--- src/rtl/seq_ctrl_pkg.sv ---
// Shared definitions for the serial pattern-detection run controller.
package seq_ctrl_pkg;

   localparam int PAT_W_DEF = 5;
   localparam int CNT_W_DEF = 8;
   localparam int TMO_W_DEF = 16;

   // One-hot run state encoding
   typedef enum logic [3:0] {
      ST_IDLE = 4'b0001,
      ST_ARM  = 4'b0010,
      ST_RUN  = 4'b0100,
      ST_DONE = 4'b1000
   } state_e;

endpackage

--- src/rtl/seq_match_core.sv ---
// Shift-register pattern matcher: holds the window of recent valid bits and
// the fill count; hit compares the window that would result from shifting
// din now against the pattern (mask bit 0 = don't care).
module seq_match_core
   import seq_ctrl_pkg::*;
#(
   parameter int PAT_W = PAT_W_DEF
) (
   input  logic             clk,
   input  logic             rst,
   input  logic             clr,
   input  logic             shift,
   input  logic             din,
   input  logic [PAT_W-1:0] pattern,
   input  logic [PAT_W-1:0] mask,
   output logic             full,
   output logic             hit
);

   localparam int FW = $clog2(PAT_W + 1);
   localparam logic [FW-1:0] FILL_MAX = FW'(PAT_W);

   logic [PAT_W-1:0] shreg_q;
   logic [FW-1:0]    fill_q;
   logic [PAT_W-1:0] window_w;

   assign window_w = {shreg_q[PAT_W-2:0], din};
   assign full     = (fill_q == FILL_MAX);
   // The bit arriving now completes the window once PAT_W-1 bits are held
   assign hit      = (fill_q >= (FILL_MAX - 1'b1)) &&
                     (((window_w ^ pattern) & mask) == '0);

   // Window and fill count; never cleared on a match so matches may overlap
   always_ff @(posedge clk or negedge rst) begin
      if (!rst) begin
         shreg_q <= '0;
         fill_q  <= '0;
      end else if (clr) begin
         shreg_q <= '0;
         fill_q  <= '0;
      end else if (shift) begin
         shreg_q <= window_w;
         if (!full) fill_q <= fill_q + 1'b1;
      end
   end

endmodule

--- src/rtl/seq_detect_ctrl.sv ---
// Run controller for the serial pattern detector: latches the run
// configuration on start, counts overlapping matches and finishes on target,
// timeout or abort.
// Build option SEQ_CTRL_MASK_EN adds the cfg_mask don't-care input.
//
// state   | meaning
// IDLE    | waiting for start; match_cnt/tmo hold last run's result
// ARM     | filling the shift register with the first PAT_W valid bits
// RUN     | window full, every valid bit compared
// DONE    | one-cycle completion, done asserted
module seq_detect_ctrl
   import seq_ctrl_pkg::*;
#(
   parameter int PAT_W = PAT_W_DEF,
   parameter int CNT_W = CNT_W_DEF,
   parameter int TMO_W = TMO_W_DEF
) (
   input  logic             clk,
   input  logic             rst,
   input  logic             din,
   input  logic             din_vld,
   input  logic             start,
   input  logic             abort,
   input  logic [PAT_W-1:0] cfg_pattern,
   input  logic [CNT_W-1:0] cfg_target,
   input  logic [TMO_W-1:0] cfg_timeout,
`ifdef SEQ_CTRL_MASK_EN
   input  logic [PAT_W-1:0] cfg_mask,
`endif
   output logic             busy,
   output logic             done,
   output logic             tmo,
   output logic             match_pulse,
   output logic [CNT_W-1:0] match_cnt
);

   state_e           state_q, state_d;
   logic [PAT_W-1:0] pat_q;
   logic [PAT_W-1:0] mask_w;
   logic [CNT_W-1:0] tgt_q;
   logic [TMO_W-1:0] tlim_q;
   logic [TMO_W-1:0] timer_q, timer_d;
   logic [CNT_W-1:0] cnt_q, cnt_d;
   logic [CNT_W-1:0] cnt_inc_w;
   logic             busy_q, busy_d;
   logic             done_q, done_d;
   logic             tmo_q, tmo_d;
   logic             pulse_q, pulse_d;
   logic             latch_w, shift_w, full_w, hit_w, match_w;

`ifdef SEQ_CTRL_MASK_EN
   logic [PAT_W-1:0] mask_q;

   // Mask is part of the run configuration
   always_ff @(posedge clk or negedge rst) begin
      if (!rst)         mask_q <= '0;
      else if (latch_w) mask_q <= cfg_mask;
   end
   assign mask_w = mask_q;
`else
   assign mask_w = '1;
`endif

   seq_match_core #(.PAT_W(PAT_W)) u_core (
      .clk     (clk),
      .rst     (rst),
      .clr     (latch_w),
      .shift   (shift_w),
      .din     (din),
      .pattern (pat_q),
      .mask    (mask_w),
      .full    (full_w),
      .hit     (hit_w)
   );

   assign cnt_inc_w = cnt_q + 1'b1;
   assign match_w   = shift_w && hit_w;

   // Run configuration, frozen for the whole run
   always_ff @(posedge clk or negedge rst) begin
      if (!rst) begin
         pat_q  <= '0;
         tgt_q  <= '0;
         tlim_q <= '0;
      end else if (latch_w) begin
         pat_q  <= cfg_pattern;
         tgt_q  <= cfg_target;
         tlim_q <= cfg_timeout;
      end
   end

   // Next state, counters and registered outputs
   always_comb begin
      state_d = state_q;
      timer_d = timer_q;
      cnt_d   = cnt_q;
      tmo_d   = tmo_q;
      busy_d  = 1'b0;
      done_d  = 1'b0;
      pulse_d = 1'b0;
      latch_w = 1'b0;
      shift_w = 1'b0;
      unique case (state_q)
         ST_IDLE: begin
            if (start && !abort) begin
               latch_w = 1'b1;
               timer_d = '0;
               cnt_d   = '0;
               tmo_d   = 1'b0;
               if (cfg_target == '0) begin
                  state_d = ST_DONE;
                  done_d  = 1'b1;
               end else begin
                  state_d = ST_ARM;
                  busy_d  = 1'b1;
               end
            end
         end
         ST_ARM, ST_RUN: begin
            if (abort) begin
               state_d = ST_IDLE;
            end else begin
               shift_w = din_vld;
               timer_d = timer_q + 1'b1;
               if (match_w) begin
                  pulse_d = 1'b1;
                  cnt_d   = cnt_inc_w;
               end
               // A final match takes precedence over a simultaneous timeout
               if (match_w && (cnt_inc_w == tgt_q)) begin
                  state_d = ST_DONE;
                  done_d  = 1'b1;
               end else if ((tlim_q != '0) && (timer_q == tlim_q - 1'b1)) begin
                  state_d = ST_DONE;
                  done_d  = 1'b1;
                  tmo_d   = 1'b1;
               end else begin
                  busy_d = 1'b1;
                  if (state_q == ST_ARM && full_w) state_d = ST_RUN;
               end
            end
         end
         ST_DONE: state_d = ST_IDLE;
         default: state_d = ST_IDLE;
      endcase
   end

   // State and output registers
   always_ff @(posedge clk or negedge rst) begin
      if (!rst) begin
         state_q <= ST_IDLE;
         timer_q <= '0;
         cnt_q   <= '0;
         tmo_q   <= 1'b0;
         busy_q  <= 1'b0;
         done_q  <= 1'b0;
         pulse_q <= 1'b0;
      end else begin
         state_q <= state_d;
         timer_q <= timer_d;
         cnt_q   <= cnt_d;
         tmo_q   <= tmo_d;
         busy_q  <= busy_d;
         done_q  <= done_d;
         pulse_q <= pulse_d;
      end
   end

   assign busy        = busy_q;
   assign done        = done_q;
   assign tmo         = tmo_q;
   assign match_pulse = pulse_q;
   assign match_cnt   = cnt_q;

endmodule

--- config.mk ---
export PLATFORM = sky130hd
export DESIGN_NAME = seq_detect_ctrl
export DESIGN_NICKNAME = d
export VERILOG_FILES = /design/src/rtl/seq_ctrl_pkg.sv /design/src/rtl/seq_match_core.sv /design/src/rtl/seq_detect_ctrl.sv
export SDC_FILE = /design/constraint.sdc
export NUM_CORES = 1
export LEC_CHECK = 0
export BUFFER_PORTS_ARGS = -buffer_cell sky130_fd_sc_hd__buf_2
export CORE_ASPECT_RATIO = 0.7
export CORE_MARGIN = 10
export CORE_UTILIZATION = 53
export CTS_CLUSTER_DIAMETER = 50
export CTS_CLUSTER_SIZE = 20
export DETAILED_ROUTE_END_ITERATION = 6
export PLACE_DENSITY = 0.77
export SETUP_SLACK_MARGIN = 0.3
export SLEW_MARGIN = 20
export SYNTH_ARGS = -nofsm -noshare
export SYNTH_HDL_FRONTEND = slang
export SYNTH_SLANG_ARGS = --single-unit
--- constraint.sdc ---
create_clock -name clk -period 2.5 [get_ports clk]
set_clock_uncertainty 0.1 [all_clocks]
set_input_delay 0.125 -clock clk [delete_from_list [all_inputs] [get_ports clk]]
set_output_delay 0.125 -clock clk [all_outputs]
set_load 0.1 [all_outputs]
==> results.toml <==
[cells_and_area]
area.growth.synth_to_final_pct = 32.8
commonest_non_fill_non_tap_cell_in_the_layout = "nand2_1"
final_layout_size_suffix_gt1_share_pct = 26.5
layout_common_cells = "nand2_1, dfrtp_1, buf_2, buf_4, nor2_1"
final-instance-count-excl-fill = 634
fin_nets = 575
postLayoutCoreUtil_pct = 73.7

[flow_run]
maxCapViolCount = 0

[clocking]
cts.clk_slew.worst_paths_ns = 0.08
clock_insertion_delay_at_the_later_pin_of_the_skew_report_ns = 0.36
cts_tree = "done"
cts_num_sinks = 68
ctsHtreeMaxLevel = 3
numCtsBuffers = 9
clockBufferDepth = 2
cts_root_buf = "clkbuf_8"

[routing]
routed_wl_mm = 11.1
route.detailed.drc = 0
drtAntennaViolNets = 0
wire_per_inst_um = 17.5
detail_route.iter0.violations = 354
vias = 3547
drt-pass1-iter-count = 5
routed_via_density = 5.59

[logic_synthesis]
yosys_warnings = 0
postSynthRegisterBits = 68
synth_sequential_area_ratio_pct = 44.6
postSynth.asyncResetShare_pct = 100
syn_avg_cell_area_um2 = 8.93
synthesis.nets = 469
netlist_instances = 428
dominantRegCellSynth = "dfrtp_1"
number_of_enable_flip_flop_cells_after_synthesis = 0
post_synth_instance_area_um2 = 3820
synth.lib_cells_used.distinct = 52

[floorplanning]
core_region_area_um2 = 6880
core.rowCount = 25
initial_utilization_pct = 55.5
chipHeight_um = 91.0
die_w_um = 121
io-pin-count = 47
floorplan.die_area_um2 = 11100

[placed_design]
cells_after_dpl = 573
dp.final_hpwl_mm = 7.03
gp_congestion = 0.870
dp_worst_setup_slack_ns = -0.0166
io_buffers = 46

[sta]
worst_rel_slew_slack_pct = 43.1
worst_slack_ns = 0.0282
finalMaxSlewViolations = 0
worst_margin_pin_slew_ns = 0.854
finalSetupViolCount = 0
minimum_clock_period_after_layout_ns = 2.47
timing.final.crit_share_pct = 98.9
grt_setup_unrepaired = "yes"
fmax_mhz = 405
fin_worst_hold_slack_ns = 0.0996
hold_viol = 0

[worst_setup_path]
worstSetupPathType = "reg -> reg"
critical_path.startpoint_type = "flip-flop"
endpoint_kind = "flip-flop"
critical_path_arrival_ns = 2.67
critical_path_rt_ns = 2.70
path_max_fanout = 6

[grt]
global_route.usage.total_pct = 18.8
vias_in_the_first_global_route = 3358
grt_pass1_wl_mm = 16.9
gr-total-overflow = 0
largest_net_degree_at_the_start_of_global_routing = 39
grt_antenna_before_repair = 1

[worst_hold_path]
worst_hold_path_type = "in -> reg"

[status]
status = "completed"

[power_and_ir_drop]
vdd.ir_drop.worst_uv = 391
cellLeakagePower_nw = 2.39
power-per-cell-area_nw_per_um2 = 614
## per-layer routing
layer | share of wire, % | up-vias | GRT usage [%]
met5 | 0 | - | 0
met3 | 8.3 | 28 | 5.88
met4 | 2.3 | 0 | 6.34
met2 | 45 | 161 | 27.0
met1 | 44 | 1685 | 26.1
li1 | - | 1673 | -
## power breakdown
part           leakage (nW)  switching, mW  internal (mW)
registers             0.885          0.110           1.20
clock network         0.100          0.431          0.487
logic                  1.40          0.489          0.394
total                  2.39           1.03           2.09
## critical path, stage by stage, from the launching register on
cell and delay [ns]:
dfrtp_1 0.41, nor3_4 0.34, nand2_2 0.17, xor2_1 0.20
o311ai_0 0.35, o21ai_1 0.19, nor4_4 0.31, buf_6 0.17
a32o_1 0.17
## stage by stage
stage          total power [mW]  instance area (µm²)  TNS, ns
2_1_floorplan              1.77                 3860        0
3_3_place_gp               1.95                 4290        0
3_5_place_dp               1.98                 4290  -0.0166
4_1_cts                    2.99                 4890        0
5_1_grt                    3.26                 5070  -0.0814
6_report                   3.12                 5070        0
## cells by family (layout without fill, tap and decap cells)
kind of cell,after synthesis,count (layout),synth area share [%]
other,0,1,0
buffers and inverters,27,138,3.34
flip-flops,68,68,44.6
AO/OA/AOI/OAI,59,59,10.4
adder cells (fa/ha/maj),6,6,1.97
AND/OR/NAND/NOR,211,211,26.3
XOR/XNOR,47,47,10.8
multiplexers,10,10,2.65
## area by class of cell
class | count | area (µm²)
multi-input cells | 333 | 2180
fillers | 488 | 1810
flip-flops and latches | 68 | 1720
repair buffers | 114 | 822
clock buffers | 12 | 145
well taps | 94 | 118
clock inverters | 4 | 48.8
inverters | 8 | 30.0
diodes | 1 | 2.50
## path summary, 6_finish.rpt
kind | slack [ns] | endpoint | cells past startpoint | from
max | 0.03 | tmo$_DFFE_PN0P_ | 8 | tlim_q[2]$_DFFE_PN0P_
min | 0.1 | state_q[0]$_DFFE_PN1P_ | 3 | abort
max reg2reg | 0.03 | tmo$_DFFE_PN0P_ | 8 | tlim_q[2]$_DFFE_PN0P_
min reg2reg | 0.40 | pat_q[4]$_DFFE_PN0P_ | 2 | pat_q[4]$_DFFE_PN0P_
max in group asynchronous | 1.23 | pat_q[3]$_DFFE_PN0P_ | 3 | rst
min in group asynchronous | 0.31 | match_cnt[5]$_DFFE_PN0P_ | 2 | rst
## timing repair
action	CTS	global route
setup endpoints to repair	12	14
gates cloned	0	0
buffers inserted	2	11
resized for setup	15	21
hold buffers	31	0
endpoints found under the hold margin	65	0
pin swaps	8	12
## cell usage after synthesis (all sizes together) (2+ instances only)
master   instances  area share [%]
nor4b            4            0.92
nand2          109              11
inv              8            0.79
nor3b            4            0.79
a21oi            7            0.92
nor3             9             1.5
dfrtp           67              44
a211oi           2            0.39
a21o             5             1.0
xor2            22             5.0
o21ai           19             2.5
a22o             2            0.46
o2111ai          3            0.69
or4              2            0.39
and3             4            0.65
o31ai            8             1.6
nor4             7             1.9
nor2            35             3.4
or3              3            0.49
mux2i            9             2.4
nand2b           2            0.33
xnor2           25             5.7
nand3b           5            0.98
nand4            6            0.98
clkbuf          15             1.5
nor2b            3            0.49
buf              4             1.1
ha               6             2.0
a31oi            2            0.33
nand3           16             2.2
## sequential cells by signal (all words and copies together) (netlist names), 3 cells and up
| register | count |
|---|---|
| u_core.fill_q | 3 |
| pat_q | 5 |
| tgt_q | 8 |
| u_core.shreg_q | 4 |
| timer_q | 16 |
| match_cnt | 8 |
| tlim_q | 16 |
| state_q | 4 |
(Power assumes the default switching activity.)
